[config.mk]
export PLATFORM = sky130hd
export DESIGN_NAME = jt51_pg_mslot
export DESIGN_NICKNAME = d
export VERILOG_FILES = /design/src/rtl/jt51_pkg.sv /design/src/rtl/jt51_pg_store.sv /design/src/rtl/jt51_pg_mslot.sv
export SDC_FILE = /design/constraint.sdc
export NUM_CORES = 1
export LEC_CHECK = 0
export CAP_MARGIN = 20
export CORE_UTILIZATION = 40
export CTS_BUF_LIST = sky130_fd_sc_hd__clkbuf_4
export CTS_CLUSTER_DIAMETER = 150
export DETAILED_ROUTE_END_ITERATION = 10
export PLACE_DENSITY = 0.64
export SYNTH_ARGS = -nofsm -noshare
export SYNTH_HDL_FRONTEND = slang
export SYNTH_HIERARCHICAL = 1
export SYNTH_SLANG_ARGS = --single-unit
[constraint.sdc]
create_clock -name clk -period 11.3 [get_ports clk]
set_input_delay 2.26 -clock clk [delete_from_list [all_inputs] [get_ports clk]]
set_output_delay 2.26 -clock clk [all_outputs]
set_load 0.05 [all_outputs]
[src/rtl/jt51_pkg.sv]
// Shared jt51 definitions.
// Slot index width, default base clamp and the half-step multiplier code.
package jt51_pkg;

   localparam int BASE_MAX_DEF = 82976;
   localparam logic [3:0] MUL_HALF = 4'd0;

   function automatic int slot_w(input int slots);
      return $clog2(slots);
   endfunction

endpackage

[src/rtl/jt51_pg_store.sv]
// Per-slot phase accumulator storage with stage-D read-modify-write.
// Preset load beats hold, which beats accumulation.
module jt51_pg_store
   import jt51_pkg::*;
#(
   parameter int SLOTS = 32,
   parameter int PHW   = 20,
   parameter int OUTW  = 10
) (
   input  logic                     clk,
   input  logic                     rst_n,
   input  logic                     cen,
   input  logic [slot_w(SLOTS)-1:0] slot,
   input  logic                     key_rst,
   input  logic                     hold,
   input  logic [OUTW-1:0]          preset,
   input  logic [PHW-1:0]           step,
   output logic [OUTW-1:0]          phase_out,
   output logic [slot_w(SLOTS)-1:0] slot_out
);

   localparam int SW = slot_w(SLOTS);

   logic [PHW-1:0]  acc_q [SLOTS];
   logic [PHW-1:0]  cur;
   logic [PHW-1:0]  nxt;
   logic [OUTW-1:0] phase_d, phase_q;
   logic [SW-1:0]   slot_d, slot_q;

   always_comb begin
      cur = acc_q[slot];
      nxt = cur + step;
      if (key_rst) begin
         nxt = PHW'(preset) << (PHW - OUTW);
      end else if (hold) begin
         nxt = cur;
      end
      phase_d = nxt[PHW-1 -: OUTW];
      slot_d  = slot;
   end

   always_ff @(posedge clk) begin
      if (!rst_n) begin
         for (int i = 0; i < SLOTS; i++) acc_q[i] <= '0;
         phase_q <= '0;
         slot_q  <= '0;
      end else if (cen) begin
         acc_q[slot] <= nxt;
         phase_q     <= phase_d;
         slot_q      <= slot_d;
      end
   end

   assign phase_out = phase_q;
   assign slot_out  = slot_q;

endmodule

[src/rtl/jt51_pg_mslot.sv]
// Time-multiplexed phase generator: slot counter and stages A-C
// (latch, clamp+detune, multiply) feeding the accumulator store.
module jt51_pg_mslot
   import jt51_pkg::*;
#(
   parameter int SLOTS    = 32,
   parameter int PHW      = 20,
   parameter int OUTW     = 10,
   parameter int BASEW    = 18,
   parameter int BASE_MAX = BASE_MAX_DEF
) (
   input  logic                     clk,
   input  logic                     rst_n,
   input  logic                     cen,
   input  logic [BASEW-1:0]         base_in,
   input  logic [4:0]               dt_off,
   input  logic                     dt_neg,
   input  logic [3:0]               mul,
   input  logic                     key_rst,
   input  logic [OUTW-1:0]          preset,
   input  logic                     hold,
   output logic [slot_w(SLOTS)-1:0] slot_in,
   output logic                     zero,
   output logic [OUTW-1:0]          phase_out,
   output logic [slot_w(SLOTS)-1:0] slot_out
);

   localparam int SW = slot_w(SLOTS);
   localparam int DW = BASEW + 2;
   localparam int PW = (DW + 4 > PHW) ? DW + 4 : PHW;
   localparam int CW = 2 + OUTW + SW;
   localparam logic [DW-1:0] CLAMP = DW'(BASE_MAX);

   logic [SW-1:0]    cnt_d, cnt_q;
   logic [BASEW-1:0] base_a_d, base_a_q;
   logic [4:0]       dt_a_d, dt_a_q;
   logic             neg_a_d, neg_a_q;
   logic [3:0]       mul_a_d, mul_a_q, mul_b_d, mul_b_q;
   logic [CW-1:0]    ctl_a_d, ctl_a_q;
   logic [CW-1:0]    ctl_b_d, ctl_b_q;
   logic [CW-1:0]    ctl_c_d, ctl_c_q;
   logic [DW-1:0]    clamp, dtx;
   logic [DW-1:0]    det_b_d, det_b_q;
   logic [PHW-1:0]   step_c_d, step_c_q;

   always_comb begin
      cnt_d    = cnt_q + SW'(1);
      base_a_d = base_in;
      dt_a_d   = dt_off;
      neg_a_d  = dt_neg;
      mul_a_d  = mul;
      ctl_a_d  = {key_rst, hold, preset, cnt_q};
   end

   // Clamp first so the detune always applies to an in-range base.
   always_comb begin
      clamp = (DW'(base_a_q) > CLAMP) ? CLAMP : DW'(base_a_q);
      dtx   = DW'(dt_a_q);
      if (!neg_a_q) begin
         det_b_d = clamp + dtx;
      end else begin
         det_b_d = (clamp > dtx) ? clamp - dtx : '0;
      end
      mul_b_d = mul_a_q;
      ctl_b_d = ctl_a_q;
   end

   always_comb begin
      if (mul_b_q == MUL_HALF) begin
         step_c_d = PHW'(det_b_q >> 1);
      end else begin
         step_c_d = PHW'(PW'(det_b_q) * PW'(mul_b_q));
      end
      ctl_c_d = ctl_b_q;
   end

   always_ff @(posedge clk) begin
      if (!rst_n) begin
         cnt_q    <= '0;
         base_a_q <= '0;
         dt_a_q   <= '0;
         neg_a_q  <= 1'b0;
         mul_a_q  <= '0;
         ctl_a_q  <= '0;
         det_b_q  <= '0;
         mul_b_q  <= '0;
         ctl_b_q  <= '0;
         step_c_q <= '0;
         ctl_c_q  <= '0;
      end else if (cen) begin
         cnt_q    <= cnt_d;
         base_a_q <= base_a_d;
         dt_a_q   <= dt_a_d;
         neg_a_q  <= neg_a_d;
         mul_a_q  <= mul_a_d;
         ctl_a_q  <= ctl_a_d;
         det_b_q  <= det_b_d;
         mul_b_q  <= mul_b_d;
         ctl_b_q  <= ctl_b_d;
         step_c_q <= step_c_d;
         ctl_c_q  <= ctl_c_d;
      end
   end

   assign slot_in = cnt_q;
   assign zero    = (cnt_q == '0);

   jt51_pg_store #(
      .SLOTS (SLOTS),
      .PHW   (PHW),
      .OUTW  (OUTW)
   ) u_store (
      .clk       (clk),
      .rst_n     (rst_n),
      .cen       (cen),
      .slot      (ctl_c_q[SW-1:0]),
      .key_rst   (ctl_c_q[CW-1]),
      .hold      (ctl_c_q[CW-2]),
      .preset    (ctl_c_q[SW +: OUTW]),
      .step      (step_c_q),
      .phase_out (phase_out),
      .slot_out  (slot_out)
   );

endmodule
==> impl_summary.txt <==
----------------------------------------------------
[STA]
  Measured slew at the worst slew-check pin ... 1.12 ns
  Minimum clock period after layout ... 6.09 ns
  Final count of hold timing violations ... 0
  Number of max-slew violations in the final report ... 0
  Final worst clock skew ... 0.0677 ns
  Remaining max-slew budget at the tightest pin ... 24.9%
  Final total negative setup slack ... 0 ns
  FMAX ... 164 MHz
  RSZ-0062 raised after global routing ... false
  Slack of the critical path ... 5.21 ns
  Fraction of the cycle the final worst path needs ... 53.9%
  Final setup violation count ... 0

[Critical path]
  RR Startpoint ... ctl_c_q[0]
  Worst path slowest cell ... sky130_fd_sc_hd__dfxtp_4
  Family of cells with the greatest summed delay on the critical path ... compound AO/OA/AOI/OAI gates
  Count of buffering cells on the critical path with inverters included ... 3
  Reg2reg end ... u_store/acc_q[28][8]
  Type of origin of the critical path ... flip-flop
  CP most frequent cell ... sky130_fd_sc_hd__buf_4
  Data required time at the worst endpoint ... 12.06 ns
  Launching element of the worst setup path ... ctl_c_q[0]
  Critical path peak fanout ... 32
  WP data arrival ... 6.85 ns
  Last element of the critical path ... u_store/acc_q[28][8]
  Cell Chain, Critical Path ... buf_4, mux4_2, a22oi_1, nand4_1, ha_1, inv_1, fa_1, nor2b_1, o2111ai_1, a31oi_1, o21a_1, or3_1, a32oi_2, buf_4, nor2_1
  Slowest Stage Delay on Critical Path ... 0.82 ns
  R2R cell count ... 15
  Capturing element type of the critical path ... flip-flop
  R2r setup slk ... 5.21 ns
  Critical setup path kind ... reg -> reg
  Number of cells on the critical path ... 15

[Clocking]
  Number of buffers created by CTS ... 192
  TritonCTS clock tree ... built
  Max clock buf depth ... 3
  Total of cells resized after clock tree synthesis ... 0
  Clock latency on the worst-skew pair ... 1.08 ns
  Clk Tree Root Cell ... sky130_fd_sc_hd__clkbuf_4
  # hold bufs at CTS ... 0
  Clock-pin slew on the worst setup and hold paths ... 0.06 ns
  Number of clock sinks seen by CTS ... 783
  Count of H-tree levels built during CTS ... 4
  Buffer count from post-CTS setup fixing ... 0

[Die]
  Number of standard-cell rows in the floorplan ... 112
  Die X-Extent ... 309 um
  Area of the die ... 95700 sq um
  DIE HEIGHT ... 309 um
  Area of the core ... 93500 sq um
  Initial standard-cell utilization of the core ... 40.4%
  I/O pins ... 64

[Pwr]
  Static leakage ... 15.2 nW
  Cell internal pwr ... 0.00459 W
  NetSw ... 0.00170 W
  Proportion of power drawn by flip-flops and latches ... 52.2%
  Sum of internal, switching and leakage power ... 0.00630 W
  Worst IR drop on VDD ... 0.000106 V
  Total power density per cell area ... 149 nW/um^2
  Net Sw Frac ... 27.0%
  Portion of total power attributed to the clock network ... 37.0%
  Combinational share of power ... 10.7%

[Route]
  DR DRC count ... 0
  Number of vias in the routed layout ... 25700
  Total wire length after detailed routing ... 104000 um
  Post-DR vias/cell ... 5.71
  Number of nets with antenna violations after detailed routing ... 0
  Number of detailed-route iterations in the first pass ... 5
  WL/cell ... 23.2 um
  Drt first-iter violations ... 2800

[Logic synthesis]
  Number of storage elements in the synthesis netlist ... 783
  Mean instance size in the synthesized netlist ... 12.5 sq um
  Number of warning messages in the yosys log ... 6
  Post-Synthesis Net Count ... 3150
  Mapped Cells ... 3023
  Proportion of register bits with asynchronous set or reset after synthesis ... 0%
  Post-Syn Area ... 37800 sq um
  Sequential share of the synthesized area ... 58.4%
  Number of distinct library cell variants in the gate-level netlist after synthesis ... 88
  Count of flip-flops with a built-in enable after synthesis ... 640
  Most used flip-flop cell after synthesis ... sky130_fd_sc_hd__edfxtp_1

[Global routing]
  Global route overflow ... 0
  Global routing usage summed across all routing layers ... 21.9%
  Global-route wire length before repair ... 157000 um
  Pin count of the biggest net entering global routing ... 84
  Antenna violations before repair ... 2
  Via count of the first global-routing pass ... 24800

[Layout]
  Area grow syn2layout ... 11.8%
  Post-route cell area ... 42200 sq um
  Flip-flop and latch area ... 22100 sq um
  Number of fill cells ... 8401
  Multi-input gate area ... 14500 sq um
  Final Util ... 45.2%
  Final net count ... 3234
  Fraction of layout instances using a drive strength above 1 ... 19.6%

[Job]
  Max cap viols ... 0

[Placement]
  Area after DPL ... 39700 sq um
  Count of buffers inserted at the top-level ports ... 63
  Gp weighted congestion ... 0.868
  Pre-CTS setup slack ... 5.12 ns
  DP HPWL ... 66700 um

[Outcome]
  Result of the run ... finished, final reports clean

[Min path]
  Worst min-delay path class ... reg -> reg

----------------------------------------------------
area by class of cell:
type / instances / share of cell area [%]
flip-flops and latches: 783 / 52.3
repair buffers: 132 / 3.30
multi-input cells: 1925 / 34.4
diodes: 2 / 0.0118
inverters: 73 / 0.649
clock inverters: 57 / 0.740
well taps: 1254 / 3.71
clock buffers: 278 / 4.94
cell families (layout without fill, tap and decap cells):
family                     after synthesis  in the layout  synth area share [%]
other                                    0              2                     0
and+or+nand+nor                       1136           1136                  13.9
xor gates and xnor gates                54             54                  1.25
buffers and inverters                  315            540                  3.59
DFF                                    783            783                  58.4
muxes                                  263            263                  12.3
adders and majority gates               86             86                  3.55
AOI/OAI and AO/OA                      386            386                  6.98
worst min-delay path by stage:
| stage | slack (ns) | to | cells past startpoint | startpoint |
|---|---|---|---|---|
| floorplan | 0.46 | det_b_q[19] | 2 | det_b_q[19] |
| finish | 0.49 | u_store/phase_out[0] | 2 | u_store/phase_out[0] |
| CTS | 0.49 | u_store/phase_out[0] | 2 | u_store/phase_out[0] |
| detailed placement | 0.48 | u_store/phase_out[1] | 2 | u_store/phase_out[1] |
| global route | 0.53 | u_store/phase_out[5] | 1 | u_store/phase_out[5] |
| global placement | 0.48 | u_store/phase_out[0] | 2 | u_store/phase_out[0] |
worst reg2reg max path: cells and delay by family, from the launching register on:
kind	cells	cell delay (ns)
AOI/OAI and AO/OA	5	1.89
buffers and inverters	3	1.17
DFF	1	0.82
and+or+nand+nor	4	0.81
muxes	1	0.59
adders and majority gates	2	0.52
sequential cells by signal (all words and copies together) (netlist names), 5 cells and up:
signal / count
u_store/acc_q: 640
det_b_q: 20
step_c_q: 20
base_a_q: 18
ctl_a_q: 17
ctl_b_q: 17
ctl_c_q: 17
u_store/phase_out: 10
dt_a_q: 5
slot_in: 5
u_store/slot_out: 5
cell usage in the layout, fill, tap and decap left out, types with 7 or more instances in the layout:
master / netlist / final
sky130_fd_sc_hd__edfxtp_1: 640 / 640
sky130_fd_sc_hd__nor2_1: 576 / 575
sky130_fd_sc_hd__clkbuf_4: 0 / 278
sky130_fd_sc_hd__nand2_1: 162 / 161
sky130_fd_sc_hd__mux4_2: 160 / 160
sky130_fd_sc_hd__dfxtp_1: 143 / 141
sky130_fd_sc_hd__mux2i_1: 102 / 101
sky130_fd_sc_hd__nor2b_1: 98 / 98
sky130_fd_sc_hd__a22oi_1: 84 / 84
sky130_fd_sc_hd__inv_1: 71 / 71
sky130_fd_sc_hd__a21oi_1: 69 / 64
sky130_fd_sc_hd__o21ai_0: 61 / 61
sky130_fd_sc_hd__clkdlybuf4s50_1: 0 / 61
sky130_fd_sc_hd__nor2_2: 60 / 61
sky130_fd_sc_hd__buf_4: 5 / 56
sky130_fd_sc_hd__ha_1: 48 / 48
sky130_fd_sc_hd__nand3_1: 47 / 47
sky130_fd_sc_hd__and2_1: 46 / 46
sky130_fd_sc_hd__nor3_1: 47 / 46
sky130_fd_sc_hd__clkinv_1: 2 / 42
sky130_fd_sc_hd__xnor2_1: 39 / 38
sky130_fd_sc_hd__fa_1: 36 / 36
sky130_fd_sc_hd__o22ai_1: 35 / 35
sky130_fd_sc_hd__nand4_1: 31 / 31
sky130_fd_sc_hd__a21o_1: 21 / 21
sky130_fd_sc_hd__a31oi_1: 17 / 16
sky130_fd_sc_hd__xor2_1: 15 / 15
sky130_fd_sc_hd__nor4_1: 13 / 10
sky130_fd_sc_hd__buf_16: 0 / 10
sky130_fd_sc_hd__o211ai_1: 9 / 9
sky130_fd_sc_hd__and3_1: 9 / 9
sky130_fd_sc_hd__o21a_1: 8 / 8
sky130_fd_sc_hd__o211a_1: 8 / 8
sky130_fd_sc_hd__o31ai_1: 7 / 7
sky130_fd_sc_hd__o21bai_1: 7 / 7
sky130_fd_sc_hd__a211oi_1: 7 / 7
metal layers:
| layer | vias to the layer above | global-route usage, % | wire (um) |
|---|---|---|---|
| li1 | 11400 | - | - |
| met2 | 1338 | 33.4 | 47700 |
| met3 | 184 | 4.94 | 9790 |
| met1 | 12800 | 30.4 | 43400 |
| met4 | 0 | 8.69 | 3500 |
| met5 | - | 0 | 0 |
power by group through the flow:
stage | Combinational (W) | Sequential (W) | Clock [W]
after detailed placement | 0.000658 | 0.00335 | 0
final | 0.000676 | 0.00329 | 0.00233
after global routing | 0.000717 | 0.00330 | 0.00252
after floorplan | 0.000434 | 0.00332 | 0
after global placement | 0.000644 | 0.00335 | 0
after CTS | 0.000661 | 0.00329 | 0.00239
metrics by stage:
step / instances / hold slack [ns]
floorplan: 3023 / 0.458
global placement: 4154 / 0.479
detailed placement: 4160 / 0.484
CTS: 4495 / 0.493
global route: 4504 / 0.531
finish: 4504 / 0.486
cell usage after synthesis, drive strengths merged, types with 9 or more instances:
library cell,number,area (sq um)
nor4,17,149
mux4,160,3600
nand2,163,614
o21ai,68,340
clkbuf,153,574
nor2,637,2550
dfxtp,143,2860
ha,48,601
o22ai,35,219
xnor2,39,342
a211oi,9,85.1
inv,71,267
and2,46,288
nand3,47,235
nand4,31,194
edfxtp,640,19200
a22oi,84,631
fa,36,721
and3,9,56.3
a31oi,17,106
a21o,21,158
buf,89,507
xor2,15,131
mux2i,102,1020
nor3,49,255
nor2b,98,613
a21oi,69,345
o211ai,9,67.6
No activity file was read; power rests on OpenSTA's default activity.
